<file path="src/rtl/gold_code_multi.sv">
// gold_code_multi
//   Multi-channel Gold code generator. One shared G1 Fibonacci LFSR and
//   CHANNELS independent G2 LFSRs step in lockstep. Each channel's chip is
//   the XOR of the G1 and G2 output stages (bit N-1). A chip-index counter
//   with period 2^N-1 drives an epoch flag. A channel-select mux provides a
//   single serial output.
//
// Ports
//   i_clk       rising-edge clock
//   i_rst       asynchronous active-high reset (all LFSRs all ones, index 0)
//   i_en        advance every LFSR and the chip index by one chip
//   i_load      synchronous reload: G1 <- ones, G2[c] <- init slice, idx <- 0
//   i_g2_init   G2 initial states, channel c at [c*N +: N]
//   i_sel       channel select for o_chip_sel (out of range gives 0)
//   o_chip      current chip of each channel
//   o_chip_sel  o_chip[i_sel]
//   o_chip_idx  index of the current chip, 0 .. 2^N-2
//   o_epoch     high while o_chip_idx == 0

// Per-LFSR slice: Fibonacci register, output stage is bit N-1 and the
// feedback parity enters at bit 0.
module gold_code_lfsr #(
  parameter int            N    = 10,
  parameter logic [N-1:0]  TAPS = '1
) (
  input  logic         i_clk,
  input  logic         i_rst,
  input  logic         i_en,
  input  logic         i_load,
  input  logic [N-1:0] i_init,
  output logic [N-1:0] o_state
);
  logic [N-1:0] r_s;
  logic         w_fb;

  assign w_fb    = ^(r_s & TAPS);
  assign o_state = r_s;

  // load outranks en, so a simultaneous load/en pair does not advance.
  always_ff @(posedge i_clk or posedge i_rst) begin
    if (i_rst)       r_s <= '1;
    else if (i_load) r_s <= i_init;
    else if (i_en)   r_s <= {r_s[N-2:0], w_fb};
  end
endmodule

module gold_code_multi #(
  parameter int               N        = 10,
  parameter logic [N-1:0]     TAPS1    = 10'b10_0000_0100,
  parameter logic [N-1:0]     TAPS2    = 10'b11_1010_0110,
  parameter int               CHANNELS = 2,
  parameter int               SELW     = (CHANNELS > 1) ? $clog2(CHANNELS) : 1
) (
  input  logic                  i_clk,
  input  logic                  i_rst,
  input  logic                  i_en,
  input  logic                  i_load,
  input  logic [CHANNELS*N-1:0] i_g2_init,
  input  logic [SELW-1:0]       i_sel,
  output logic [CHANNELS-1:0]   o_chip,
  output logic                  o_chip_sel,
  output logic [N-1:0]          o_chip_idx,
  output logic                  o_epoch
);
  // Last index of the period (2^N-2): all ones with the LSB cleared.
  localparam logic [N-1:0] IDX_LAST = {{(N-1){1'b1}}, 1'b0};

  logic [N-1:0]               w_g1;
  logic [CHANNELS-1:0][N-1:0] w_g2;
  logic [CHANNELS-1:0][N-1:0] w_g2_init;
  logic [CHANNELS-1:0]        w_chip;
  logic                       w_chip_sel;
  logic [N-1:0]               r_idx;

  assign w_g2_init = i_g2_init;

  // G1 always restarts from all ones, on reset and on load alike.
  gold_code_lfsr #(.N(N), .TAPS(TAPS1)) u_g1 (
    .i_clk   (i_clk),
    .i_rst   (i_rst),
    .i_en    (i_en),
    .i_load  (i_load),
    .i_init  ({N{1'b1}}),
    .o_state (w_g1)
  );

  // An all-zero init locks that G2 at zero; the channel then carries the
  // bare G1 sequence. That is legal and left alone.
  for (genvar c = 0; c < CHANNELS; c++) begin : g_ch
    gold_code_lfsr #(.N(N), .TAPS(TAPS2)) u_g2 (
      .i_clk   (i_clk),
      .i_rst   (i_rst),
      .i_en    (i_en),
      .i_load  (i_load),
      .i_init  (w_g2_init[c]),
      .o_state (w_g2[c])
    );
    assign w_chip[c] = w_g1[N-1] ^ w_g2[c][N-1];
  end

  // Period is fixed at 2^N-1 regardless of whether the taps are primitive.
  always_ff @(posedge i_clk or posedge i_rst) begin
    if (i_rst)                r_idx <= '0;
    else if (i_load)          r_idx <= '0;
    else if (i_en) begin
      if (r_idx == IDX_LAST)  r_idx <= '0;
      else                    r_idx <= r_idx + 1'b1;
    end
  end

  // Equality scan instead of a direct index: sel codes past CHANNELS-1
  // fall through to 0 without an out-of-range read.
  always_comb begin
    w_chip_sel = 1'b0;
    for (int c = 0; c < CHANNELS; c++)
      if (i_sel == SELW'(c)) w_chip_sel = w_chip[c];
  end

  assign o_chip     = w_chip;
  assign o_chip_sel = w_chip_sel;
  assign o_chip_idx = r_idx;
  assign o_epoch    = (r_idx == '0);
endmodule

</file>
<file path="config.mk">
export PLATFORM = sky130hd
export DESIGN_NAME = gold_code_multi
export DESIGN_NICKNAME = d
export VERILOG_FILES = /design/src/rtl/gold_code_multi.sv
export SDC_FILE = /design/constraint.sdc
export NUM_CORES = 1
export LEC_CHECK = 0
export CAP_MARGIN = 20
export CORE_MARGIN = 3
export CORE_UTILIZATION = 45
export DETAILED_ROUTE_END_ITERATION = 6
export PLACE_DENSITY_LB_ADDON = 0.08
export SYNTH_ARGS = -nofsm -noshare
export SYNTH_HDL_FRONTEND = slang
export SYNTH_SLANG_ARGS = --single-unit
</file>
<file path="constraint.sdc">
create_clock -name i_clk -period 2 [get_ports i_clk]
set_input_delay 0.3 -clock i_clk [delete_from_list [all_inputs] [get_ports i_clk]]
set_output_delay 0.3 -clock i_clk [all_outputs]
set_load 0.005 [all_outputs]
</file>
Yosys cells after proc, flatten, opt, wreduce, memory -nomap -nowiden:

Index checks and enable logic that the tools add are counted.

* bitwise operators: 2
* mux-type cells: 10
* reduce and logical (&&, ||, !) cells: 5
* add/subtract/negate cells: 1
* equal/unequal tests: 1

Operators by type and width (number)
* $mux 10: 9
* $reduce_xor 10->1: 3
* $add 10x1->10 const B: 1
* $eq 10x10->1 const B: 1
* $logic_not 10->1: 1
* $reduce_bool 2->1: 1
* $xor 1x1->1: 2
* $mux 1: 1

* register bits: 40
* word-level logic and storage cells: 23
* input port bits: 25

Depth between registers and ports, before layout:

* depth after elaboration: 4
* gate-level depth with buffers: 6
* gate-level depth less buffers: 6

By module:

From an unflattened synthesis, not the netlist that was laid out.

* cells, all modules: 210
* area total of the unflattened synthesis: 2214.6 um2

Modules (own cells, without submodules)
* gold_code_lfsr at g_ch[0].u_g2 ...: times used 2, cells each 48, seq. area each 262.8 um2, area an instance 525.5 um2
* gold_code_multi: times used 1, cells each 68, seq. area each 250.2 um2, area an instance 658.1 um2
* gold_code_lfsr at u_g1: times used 1, cells each 46, seq. area each 262.8 um2, area an instance 505.5 um2

Least setup slack after synthesis:

No wires, ideal clock.

* path type: reg-to-reg
* from: register r_idx[0], in the netlist o_chip_idx[0]
* to: register r_idx[3], in the netlist o_chip_idx[3]
* library setup time: 0.118 ns
* path buffers: 0
* cell stages (with the launch flop): 7
* clock period less this slack: 1.424 ns
* data arrival time: 1.305 ns
* setup slack: 0.576 ns
* required time: 1.882 ns
* cell sequence: dfrtp_1 > inv_1 > ha_1 > nand4_1 > o311ai_2 > a21oi_1 > a21o_1

* longest elaborated chain between the ends: 4
* elaborated cells on any way between the ends: 5

Ends and longest elaborated chain
* from (decl): RTL line 73 `logic [N-1:0] r_idx;`
* from (signal assigned): RTL line 107 `else r_idx <= r_idx + 1'b1;`
* $add 10x1->10 or $eq 10x10->1 (tied branches): RTL line 107, 106
* $mux 10 (*): RTL line 106 `if (r_idx == IDX_LAST) r_idx <= '0;`
* $mux 10 (*): RTL line 105 `else if (i_en) begin`
* $mux 10 (*): RTL line 104 `else if (i_load) r_idx <= '0;`

Every way passes the cells marked *; elsewhere a longest branch is shown, timed or not. The select of a mux whose other input is x is not followed.
A chain may end at the register's enable or synchronous reset.

Worst setup path after layout:

* from: register u_g1.r_s[9], in the netlist u_g1.o_state[9]
* to: output o_chip[0]

* longest elaborated chain between the ends: 1

Ends and longest elaborated chain
* from (decl): RTL line 33 `logic [N-1:0] r_s;`
* from (signal assigned): RTL line 42 `else if (i_load) r_s <= i_init;`
* from (signal assigned): RTL line 43 `else if (i_en) r_s <= {r_s[N-2:0], w_fb};`
* $xor 1x1->1: RTL line 98 `assign w_chip[c] = w_g1[N-1] ^ w_g2[c][N-1];`
* to (decl): RTL line 60 `output logic [CHANNELS-1:0] o_chip,`

No other way between the ends.

==> out/metrics.yaml <==
clock_tree:
  cts_max_path_buffers: 2
  clk_root_buffer_cell: "clkbuf_8"
  tritoncts_clock_tree: "built"
  clock_insertion_delay_worst_skew_ns: 0.29
  numCtsBuffers: 5
  htree_levels: 2
  cts_hold_buffers: 0
  cts_num_sinks: 40
  clkTransAtPathRegs_ns: 0.08
setup_path:
  worst_stage_delay_on_the_critical_path_ns: 0.58
  crit_fanout: 3
  worst-endpoint-arrival_ns: 1.55
  crit_path_end_kind: "output port"
  worst-setup-path-type: "flip-flop to output port"
  crit_path_cell_trace: "xor2_2 > clkdlybuf4s50_1"
  worst-endpoint-required_ns: 1.70
  cpMaxStageDelayCell: "dfstp_2"
  path_buf_inv: 1
  critical_path.top_delay_family: "flip-flops"
  critPathLaunchType: "flip-flop"
yosys:
  synthesis.nets: 222
  synth_top_cell_by_area: "dfstp_2"
  ys_seq_area_share_pct: 49.6
  synth_top_cell_area_share_pct: 37.7
  syn-instance-count: 194
  warnings_synthesis: 0
  synth_area_per_cell_um2: 10.8
  yosys_register_bits: 40
  synth.top_cells.by_area: "dfstp_2 (38%), mux2i_1 (14%), dfrtp_1 (12%)"
  yosysUniqueCellTypes: 30
  synth_area_mm2: 0.00209
timing:
  unrepaired_setup_endpoints_after_global_routing: "false"
  fin_hold_ws_ns: 0.370
  relSlewSlack_pct: 65.0
  timing.clock.skew_ns: 0.00638
  setup_tns_ns: 0
  setup_slack_ns: 0.147
  drv_slew: 0
  worst_slew_pin_slew_ns: 0.522
  maxClockFrequency_ghz: 0.540
  final_period_minus_worst_setup_slack_ns: 1.85
  layout_worst_path_cycle_share_pct: 92.7
  timing_hold_violations_final: 0
  final_setup_violating_endpoints: 0
die:
  placeableCoreArea_mm2: 0.00441
  die_y_um: 74.2
  num_io_pins: 39
  placement_rows: 24
  start_util_pct: 47.4
  fp.dieArea_mm2: 0.00551
  die-width_um: 74.2
drt:
  drtPass1Iterations: 4
  avgViaCountPerCell: 5.18
  drc: 0
  dr.first_iter.drc_count: 54
  via_count: 1519
  wl_per_cell_um: 14.5
  routed_wl_um: 4250
  ant_nets: 0
cells_and_area:
  final_design_area_no_fill_mm2: 0.00268
  multi_input_comb_area_mm2: 0.00101
  antenna_cells_inserted: 0
  regArea_mm2: 0.00104
  layout.cells.most_common: "nand2_1"
  stdcell_count: 293
  finish.utilization_pct: 60.7
  leading_cell_types_in_the_layout_fill_and_taps_excluded: "nand2_1 (35), clkdlybuf4s50_1 (34), dfstp_2 (30), mux2i_1 (29), o21ai_0 (26)"
  finish.net_count: 268
  drive_gt1_share_pct: 25.3
  synthToLayoutAreaGrowth_pct: 28.0
  fillers: 362
power:
  totalPowerFinal_mw: 1.81
  powerDensity_mw_per_mm2: 674
  ir_worst_vdd_mv: 0.398
  power.leakage_nw: 1.15
run_status:
  run_status: "complete, no violations"
global_routing:
  grtUsageTotal_pct: 17.0
  most_heavily_used_metal_layer_in_global_routing: "met2"
  grt_antenna_before_repair: 0
  grt_max_degree: 41
  grt_pass1_vias: 1539
  gr-usage-met3_pct: 4.86
  global_route.usage.met2_pct: 27.7
  gr-usage-met1_pct: 21.6
  globalRouteOverflowTotal: 0
  global_route_wire_length_before_repair_um: 7160
flow_run:
  cap_violations: 0
placement:
  portBuffers: 38
  place.gp.congestion: 0.850
  dpl_cell_area_mm2: 0.00255
  detailedPlacementHpwl_um: 2970
  dpl.cell_count: 282
  preCtsSetupSlack_ns: 0.146
hold_path:
  timing.hold.worst.class: "primary input to flip-flop"
synth_stat cells:
cell type	number
or3_1	2
nor2_2	1
nor4_4	1
a21o_1	1
clkbuf_1	5
xnor2_1	10
nand4_1	2
nor2_1	5
or2_2	1
nand4_4	1
buf_2	5
dfstp_2	30
mux2_2	1
a21oi_1	3
inv_1	7
dfrtp_1	10
xnor3_1	2
o2111ai_1	1
o21ai_0	26
nor4_1	2
o311ai_2	1
ha_1	3
nand3b_1	1
o41ai_4	1
nor3_1	1
nand3_1	2
nor3b_1	1
xor2_1	4
nand2_1	35
mux2i_1	29
timing repair:
action | 4_1_cts | 5_1_grt
endpoints found under the hold margin | 0 | 0
buffers inserted | 3 | 0
setup endpoints to repair | 2 | 0
gates resized for setup | 7 | 0
layer usage:
metal,part of all wire [%],up-vias
met5,0,-
met4,1.3,0
met3,4.8,6
met2,49,27
met1,45,734
li1,-,752
final cells by class:
class / instances / share of cell area (%)
inverter: 7 / 0.981
clock inverter: 3 / 0.701
timing repair buffer: 49 / 16.9
clock buffer: 5 / 2.57
sequential: 40 / 38.8
multi-input combinational: 137 / 37.6
tap: 52 / 2.43
worst paths after layout:
check                           depth (start not counted)                                   to                         from  slack (ns)
worst min register to register                          2          u_g1.o_state[7]$_DFFE_PP1P_  u_g1.o_state[7]$_DFFE_PP1P_        0.55
min in group asynchronous                               3            o_chip_idx[6]$_DFFE_PP0P_                        i_rst        0.40
worst max register to register                          4            o_chip_idx[2]$_DFFE_PP0P_    o_chip_idx[1]$_DFFE_PP0P_        0.47
max in group asynchronous                               3  g_ch[0].u_g2.o_state[7]$_DFFE_PP1P_                        i_rst        1.28
worst min-delay path                                    3            o_chip_idx[1]$_DFFE_PP0P_                         i_en        0.37
worst max-delay path                                    2                            o_chip[0]  u_g1.o_state[9]$_DFFE_PP1P_        0.15
state kept, by name, summed over array words and instances (netlist names):
name,cells
u_g1.o_state,10
g_ch.u_g2.o_state,20
o_chip_idx,10
worst min-delay path, stage by stage:
cell and delay, ns:
buf_2 0.14, o311ai_2 0.10, o21ai_0 0.08
power breakdown:
| group | internal [mW] | switching, mW |
|---|---|---|
| combinational | 0.192 | 0.135 |
| sequential | 0.905 | 0.0464 |
| clock | 0.243 | 0.284 |
kinds of logic (layout without fill, tap and decap cells):
family / count (synthesis) / in the layout / synth area share, %
flip-flops: 40 / 40 / 49.6
XOR/XNOR: 16 / 16 / 8.01
AND/OR/NAND/NOR: 55 / 55 / 13.0
AO/OA/AOI/OAI: 33 / 33 / 9.80
adder cells (fa/ha/maj): 3 / 3 / 1.79
buffers and inverters: 17 / 64 / 3.35
multiplexers: 30 / 30 / 14.4
Note: power is estimated with default switching activity, not from simulation.
